[src/rtl/status_logger_if.sv]
// status_logger_if: status stream input and replay read port of the status logger
interface status_logger_if #(
  parameter int AW = 10
);
  logic [1:0]    i_status;
  logic          i_status_valid;
  logic          i_rd_start;
  logic          i_rd_ready;
  logic [1:0]    o_rd_data;
  logic [AW-1:0] o_rd_idx;
  logic          o_rd_valid;
  logic          o_rd_last;
  modport master (
    output i_status, i_status_valid, i_rd_start, i_rd_ready,
    input  o_rd_data, o_rd_idx, o_rd_valid, o_rd_last
  );
  modport slave (
    input  i_status, i_status_valid, i_rd_start, i_rd_ready,
    output o_rd_data, o_rd_idx, o_rd_valid, o_rd_last
  );
endinterface

[src/rtl/status_logger.sv]
// status_logger: logs the core status stream, freezes on a terminal status and replays the log over valid/ready
module status_logger #(
  parameter int DEPTH = 1024,
  parameter int AW    = 10,
  parameter int CW    = 16
) (
  input  logic          i_clk,
  input  logic          i_rst,
  input  logic          i_clear,
  status_logger_if.slave sl,
  output logic [AW:0]   o_count,
  output logic          o_halted,
  output logic          o_full,
  output logic [1:0]    o_term_code,
  output logic [CW-1:0] o_cnt_r,
  output logic [CW-1:0] o_cnt_i,
  output logic [CW-1:0] o_drop_cnt
);
  typedef enum logic [2:0] {CAPTURE, HALT, FULL, DRAIN, DONE} state_t;
  localparam logic [AW:0] LAST = (AW+1)'(DEPTH - 1);
  state_t        state_q, state_d;
  logic [1:0]    log_mem [DEPTH];
  logic [AW:0]   count_q, count_d;
  logic          halted_q, halted_d, full_q, full_d;
  logic          rd_valid_q, rd_valid_d, rd_last_q, rd_last_d;
  logic [1:0]    term_q, term_d, rd_data_q, rd_data_d;
  logic [AW-1:0] rd_idx_q, rd_idx_d, nxt_idx;
  logic [CW-1:0] cnt_r_q, cnt_r_d, cnt_i_q, cnt_i_d, drop_q, drop_d;
  logic          capture, term, start, accept, advance;
  always_comb begin
    capture    = state_q == CAPTURE && sl.i_status_valid;
    term       = capture && sl.i_status[1];
    start      = (state_q == HALT || state_q == FULL) && sl.i_rd_start && count_q != '0;
    accept     = state_q == DRAIN && rd_valid_q && sl.i_rd_ready;
    advance    = accept && !rd_last_q;
    nxt_idx    = rd_idx_q + AW'(1);
    count_d    = count_q + (AW+1)'(capture);
    cnt_r_d    = cnt_r_q + CW'(capture && sl.i_status == 2'd0 && ~&cnt_r_q);
    cnt_i_d    = cnt_i_q + CW'(capture && sl.i_status == 2'd1 && ~&cnt_i_q);
    drop_d     = drop_q + CW'(state_q != CAPTURE && sl.i_status_valid && ~&drop_q);
    halted_d   = halted_q || term;
    full_d     = full_q || (capture && !term && count_q == LAST);
    term_d     = term ? sl.i_status : term_q;
    rd_valid_d = start || (rd_valid_q && !(accept && rd_last_q));
    rd_idx_d   = start ? '0 : advance ? nxt_idx : rd_idx_q;
    rd_data_d  = start ? log_mem[0] : advance ? log_mem[nxt_idx] : rd_data_q;
    rd_last_d  = start ? count_q == (AW+1)'(1) :
                 advance ? {1'b0, nxt_idx} == count_q - (AW+1)'(1) : rd_last_q;
    state_d    = term ? HALT :
                 capture && count_q == LAST ? FULL :
                 start ? DRAIN :
                 accept && rd_last_q ? DONE : state_q;
  end
  always_ff @(posedge i_clk) begin
    if (i_rst || i_clear) begin
      state_q    <= CAPTURE;
      count_q    <= '0;
      halted_q   <= 1'b0;
      full_q     <= 1'b0;
      term_q     <= '0;
      cnt_r_q    <= '0;
      cnt_i_q    <= '0;
      drop_q     <= '0;
      rd_valid_q <= 1'b0;
      rd_last_q  <= 1'b0;
      rd_data_q  <= '0;
      rd_idx_q   <= '0;
    end else begin
      state_q    <= state_d;
      count_q    <= count_d;
      halted_q   <= halted_d;
      full_q     <= full_d;
      term_q     <= term_d;
      cnt_r_q    <= cnt_r_d;
      cnt_i_q    <= cnt_i_d;
      drop_q     <= drop_d;
      rd_valid_q <= rd_valid_d;
      rd_last_q  <= rd_last_d;
      rd_data_q  <= rd_data_d;
      rd_idx_q   <= rd_idx_d;
    end
  end
  always_ff @(posedge i_clk) begin
    if (capture) log_mem[count_q[AW-1:0]] <= sl.i_status;
  end
  assign o_count     = count_q;
  assign o_halted    = halted_q;
  assign o_full      = full_q;
  assign o_term_code = term_q;
  assign o_cnt_r     = cnt_r_q;
  assign o_cnt_i     = cnt_i_q;
  assign o_drop_cnt  = drop_q;
  assign sl.o_rd_data  = rd_data_q;
  assign sl.o_rd_idx   = rd_idx_q;
  assign sl.o_rd_valid = rd_valid_q;
  assign sl.o_rd_last  = rd_last_q;
endmodule

[src/flat_wrapper.sv]
// flat-port wrapper written by rule: the top's interface ports become plain ports
module status_logger_flat 
#(
  parameter int DEPTH = 1024,
  parameter int AW    = 10,
  parameter int CW    = 16
)
  (i_clk, i_rst, i_clear, o_count, o_halted, o_full, o_term_code, o_cnt_r, o_cnt_i, o_drop_cnt, sl_i_status, sl_i_status_valid, sl_i_rd_start, sl_i_rd_ready, sl_o_rd_data, sl_o_rd_idx, sl_o_rd_valid, sl_o_rd_last);
  status_logger_if #(.AW(AW)) sl_i ();
  input  logic i_clk;
  input  logic i_rst;
  input  logic i_clear;
  output logic [AW:0] o_count;
  output logic o_halted;
  output logic o_full;
  output logic [1:0] o_term_code;
  output logic [CW-1:0] o_cnt_r;
  output logic [CW-1:0] o_cnt_i;
  output logic [CW-1:0] o_drop_cnt;
  input wire logic [$bits(sl_i.i_status)-1:0] sl_i_status;
  input wire logic [$bits(sl_i.i_status_valid)-1:0] sl_i_status_valid;
  input wire logic [$bits(sl_i.i_rd_start)-1:0] sl_i_rd_start;
  input wire logic [$bits(sl_i.i_rd_ready)-1:0] sl_i_rd_ready;
  output wire logic [$bits(sl_i.o_rd_data)-1:0] sl_o_rd_data;
  output wire logic [$bits(sl_i.o_rd_idx)-1:0] sl_o_rd_idx;
  output wire logic [$bits(sl_i.o_rd_valid)-1:0] sl_o_rd_valid;
  output wire logic [$bits(sl_i.o_rd_last)-1:0] sl_o_rd_last;
  assign sl_i.i_status = sl_i_status;
  assign sl_i.i_status_valid = sl_i_status_valid;
  assign sl_i.i_rd_start = sl_i_rd_start;
  assign sl_i.i_rd_ready = sl_i_rd_ready;
  assign sl_o_rd_data = sl_i.o_rd_data;
  assign sl_o_rd_idx = sl_i.o_rd_idx;
  assign sl_o_rd_valid = sl_i.o_rd_valid;
  assign sl_o_rd_last = sl_i.o_rd_last;
  status_logger #(.DEPTH(DEPTH), .AW(AW), .CW(CW)) u_core (.i_clk(i_clk), .i_rst(i_rst), .i_clear(i_clear), .sl(sl_i), .o_count(o_count), .o_halted(o_halted), .o_full(o_full), .o_term_code(o_term_code), .o_cnt_r(o_cnt_r), .o_cnt_i(o_cnt_i), .o_drop_cnt(o_drop_cnt));
endmodule
[config.mk]
export PLATFORM = sky130hd
export DESIGN_NAME = status_logger_flat
export DESIGN_NICKNAME = d
export VERILOG_FILES = /design/src/rtl/status_logger_if.sv /design/src/rtl/status_logger.sv /design/src/flat_wrapper.sv
export SDC_FILE = /design/constraint.sdc
export NUM_CORES = 2
export LEC_CHECK = 0
export ABC_AREA = 1
export CAP_MARGIN = 25
export CORE_MARGIN = 4
export CORE_UTILIZATION = 37
export CTS_CLUSTER_DIAMETER = 60
export DETAILED_ROUTE_END_ITERATION = 16
export HOLD_SLACK_MARGIN = 0.1
export PLACE_DENSITY = 0.49
export SLEW_MARGIN = 15
export SYNTH_ARGS = -nofsm -noshare
export SYNTH_HDL_FRONTEND = slang
export SYNTH_SLANG_ARGS = --single-unit
export TNS_END_PERCENT = 1
[constraint.sdc]
create_clock -name i_clk -period 3.55 [get_ports i_clk]
set_input_delay 0.71 -clock i_clk [delete_from_list [all_inputs] [get_ports i_clk]]
set_output_delay 0.71 -clock i_clk [all_outputs]
set_load 0.01 [all_outputs]
==> impl_metrics.csv <==
group,metric,value,unit
run_status,status,"completed",
sta,finalSetupTns,0,ns
sta,slew_violations,0,
sta,setup_slack,0.378,ns
power_and_ir_drop,powerDensity,492,nW/µm²
sta,min_period,3.17,ns
power_and_ir_drop,power_switching,10.3,mW
hold_path,hp-class,"in -> reg",
setup_path,worstSetupEndpointType,"flip-flop",
cells_and_area,syn2layout_area_growth,14.4,%
sta,finalHoldViolations,0,
logic_synthesis,synth-edff-count,2048,
setup_path,cp_max_fo,22,
logic_synthesis,async_reset_ff_share,0,%
grt,grt_pass1_wl,427000,µm
grt,grt_overflow_total,0,
clocking,path_clk_slew,0.06,ns
logic_synthesis,yosysWarnings,0,
floorplan,ios,85,
setup_path,ff2ff_setup_slack,0.38,ns
clocking,root_buffer,"clkbuf_16",
setup_path,reg2reg_depth,17,
clocking,clock-sinks,2128,
drt,via_count,64200,
drt,ant_nets,0,
setup_path,worstPathArrival,3.91,ns
sta,rsz0062_at_grt,"false",
power_and_ir_drop,internal-power,40.5,mW
sta,skew,0.0352,ns
drt,via_per_inst,5.43,
grt,grt_start_max_net_pins,206,
power_and_ir_drop,peakVddDrop,434,µV
sta,finalSetupViolCount,0,
grt,grt_antenna_before_repair,13,
logic_synthesis,yosys.cell_count.top_type,"nand2_1",
logic_synthesis,synth_nets,8491,
power_and_ir_drop,combPwrFrac,1.2,%
setup_path,critPathKind,"reg -> reg",
grt,grt_pass1_vias,62500,
logic_synthesis,synthFlopType,"edfxtp_1",
floorplan,die_y,502,µm
floorplan,core-area,243000,µm²
clocking,cts_tree,"done",
sta,tightestPinTransition,1.17,ns
logic_synthesis,synth_xor_area_share,0.220,%
power_and_ir_drop,clock_power_share,44.7,%
logic_synthesis,ys_types,37,
clocking,cts_hold_buf,0,
logic_synthesis,synth-seq-cells,2128,
setup_path,r2r-start,"u_core.sl.o_rd_idx[0]$_SDFFE_PP0P_",
logic_synthesis,netlist_area,90400,µm²
logic_synthesis,syn_inst,8469,
logic_synthesis,synthSimpleGateAreaFrac,25.6,%
run,max-cap-violations,0,
logic_synthesis,yosys.area.top_type,"edfxtp_1",
floorplan,die_w,502,µm
drt,drt_pass1_iterations,6,
place,io_buffers,84,
cells_and_area,nets,8453,
power_and_ir_drop,seq_power_share,54.1,%
place,gp_congestion,0.841,
drt,drtIter0Drc,7159,
floorplan,row_count,181,
drt,post-route-drc-count,0,
setup_path,r2r-end,"u_core.sl.o_rd_data[1]$_SDFFE_PP0P_",
power_and_ir_drop,p_leak,34.6,nW
logic_synthesis,ys_seq_area_share,69.8,%
logic_synthesis,synth_top_area_share,68.1,%
clocking,cts_resized,0,
sta,post-route-period-util,89.4,%
logic_synthesis,post_synth.cell_area_avg,10.7,µm²
logic_synthesis,synth_adder_area_share,0.194,%
clocking,cts_buffer_depth,3,
logic_synthesis,synth_top_family_by_area,"simple AND/OR/NAND/NOR gates",
clocking,clock_latency,0.86,ns
logic_synthesis,synth.area.mux_share,0,%
floorplan,start_util,37.2,%
drt,drt-total-wl,296000,µm
floorplan,die-area,252000,µm²
setup_path,cp.required,4.28,ns
place,dp_slack,0.0999,ns
power_and_ir_drop,switching_share,20.3,%
clocking,cts_setup_buffers,0,
logic_synthesis,yosys-top-cells-area,"edfxtp_1 (68%), nand3_1 (12%), nand2_1 (9.1%)",
setup_path,startpoint_type,"flip-flop",
setup_path,startpoint,"u_core.sl.o_rd_idx[0]$_SDFFE_PP0P_",
cells_and_area,drive_gt1_share,7.76,%
grt,grt_usage,23.0,%
sta,maxSlewHeadroom,22.1,%
place,place_hpwl,160000,µm
clocking,cts_inserted_buffers,227,
setup_path,crit_end,"u_core.sl.o_rd_data[1]$_SDFFE_PP0P_",
sta,fmax,0.315,GHz
drt,wl_per_cell,25.0,µm
clocking,cts_htree_levels,4,
logic_synthesis,synth_commonest_cells,"nand2_1 (2190), nand3_1 (2080), edfxtp_1 (2048), nor2_1 (1117), clkbuf_1 (312)",
logic_synthesis,synth-compound-area-share,0.652,%
==> cell type report <==
type                            count  area (µm²)
Multi-Input combinational cell   5579       24400
Tap cell                         3202        4010
Clock buffer                      292        6150
Clock inverter                    126         892
Inverter                          107         419
Timing Repair Buffer              388        4370
Fill cell                       23300      140000
Sequential cell                  2128       63100
Antenna cell                        2        5.00
==> power by group through the flow <==
| stage | Combinational (mW) | Sequential, mW | Clock (mW) |
|---|---|---|---|
| after CTS | 0.612 | 27.5 | 23.1 |
| after detailed placement | 0.610 | 28.0 | 0 |
| after floorplan | 0.0738 | 28.0 | 0 |
| after global routing | 0.647 | 27.5 | 24.2 |
| after global placement | 0.618 | 28.0 | 0 |
| final | 0.599 | 27.5 | 22.7 |
==> state kept, by name, indices dropped and copies added (netlist names) <==
register	flops
u_core.o_drop_cnt	16
u_core.o_count	11
u_core.o_cnt_i	16
u_core.o_cnt_r	16
u_core.sl.o_rd_idx	10
u_core.log_mem	2048
u_core.o_halted	1
u_core.state_q	3
u_core.o_term_code	2
u_core.sl.o_rd_data	2
u_core.sl.o_rd_last	1
u_core.sl.o_rd_valid	1
u_core.o_full	1
==> layer usage <==
| metal | global-route usage, % | wire [µm] | vias up |
|---|---|---|---|
| met5 | 0 | 0 | - |
| met4 | 5.90 | 7350 | 0 |
| met3 | 2.95 | 18700 | 390 |
| met2 | 37.6 | 140000 | 2135 |
| met1 | 32.5 | 130000 | 32400 |
| li1 | - | - | 29300 |
==> how the worst min path moves through the flow <==
stage,slack (ns),to,start,cells past startpoint
after global routing,0.11,u_core.log_mem[276][1]$_DFFE_PP_,sl_i_status[1],1
final,0.15,u_core.log_mem[276][1]$_DFFE_PP_,sl_i_status[1],1
after global placement,0.46,u_core.o_term_code[0]$_SDFFE_PP0P_,u_core.o_term_code[0]$_SDFFE_PP0P_,2
after floorplan,0.47,u_core.o_halted$_SDFF_PP0_,u_core.o_halted$_SDFF_PP0_,2
after detailed placement,0.46,u_core.o_halted$_SDFF_PP0_,u_core.o_halted$_SDFF_PP0_,2
after CTS,0.11,u_core.log_mem[282][1]$_DFFE_PP_,sl_i_status[1],1
==> per-stage QoR <==
| stage | area, µm² | total power [mW] | utilization (%) | hold slack [ns] | std cells |
|---|---|---|---|---|---|
| after floorplan | 90400 | 28.1 | - | 0.474 | 8469 |
| after global placement | 96400 | 28.7 | 39.6 | 0.456 | 11400 |
| after detailed placement | 96400 | 28.7 | 39.6 | 0.461 | 11400 |
| after CTS | 103000 | 51.2 | 42.5 | 0.107 | 11800 |
| after global routing | 103000 | 52.3 | 42.5 | 0.115 | 11800 |
| final | 103000 | 50.8 | 42.5 | 0.148 | 11800 |
==> logic make-up (layout without fill, tap and decap cells) <==
kind of cell    after synthesis  in the layout
simple gates               5437           5437
xor+xnor                     21             21
buf+inv                     762            913
flops                      2128           2128
compound gates              107            107
fa+ha+maj                    14             14
other cells                   0              2
==> critical path: stages (launching register included) <==
cell	delay, ns
dfxtp_4	0.36
ha_4	0.32
inv_8	0.32
buf_4	0.29
buf_4	0.20
nand3_1	0.10
nand3_1	0.10
nand3_1	0.10
nand3_1	0.08
nand3_1	0.34
nand3_1	0.25
nand3_1	0.09
nand3_1	0.16
nand2_1	0.08
nand2_1	0.06
nand3_1	0.06
nand2_1	0.06
a21oi_1	0.05
==> cell usage in the layout (no fill, tap or decap), drive strengths merged, types with 6 or more instances in the layout <==
cell / Yosys / layout
a21oi: 55 / 55
buf: 343 / 306
bufinv: 0 / 11
clkbuf: 312 / 292
clkdlybuf4s50: 0 / 82
clkinv: 3 / 104
clkinvlp: 0 / 8
dfxtp: 80 / 80
edfxtp: 2048 / 2048
ha: 14 / 14
inv: 104 / 110
nand2: 2190 / 2190
nand3: 2081 / 2081
nand4: 13 / 13
nor2: 1120 / 1120
nor3: 23 / 23
nor4: 6 / 6
o21a: 6 / 6
o21ai: 33 / 33
xnor2: 6 / 6
xor2: 15 / 15
Note: power is estimated with default switching activity, not from simulation.
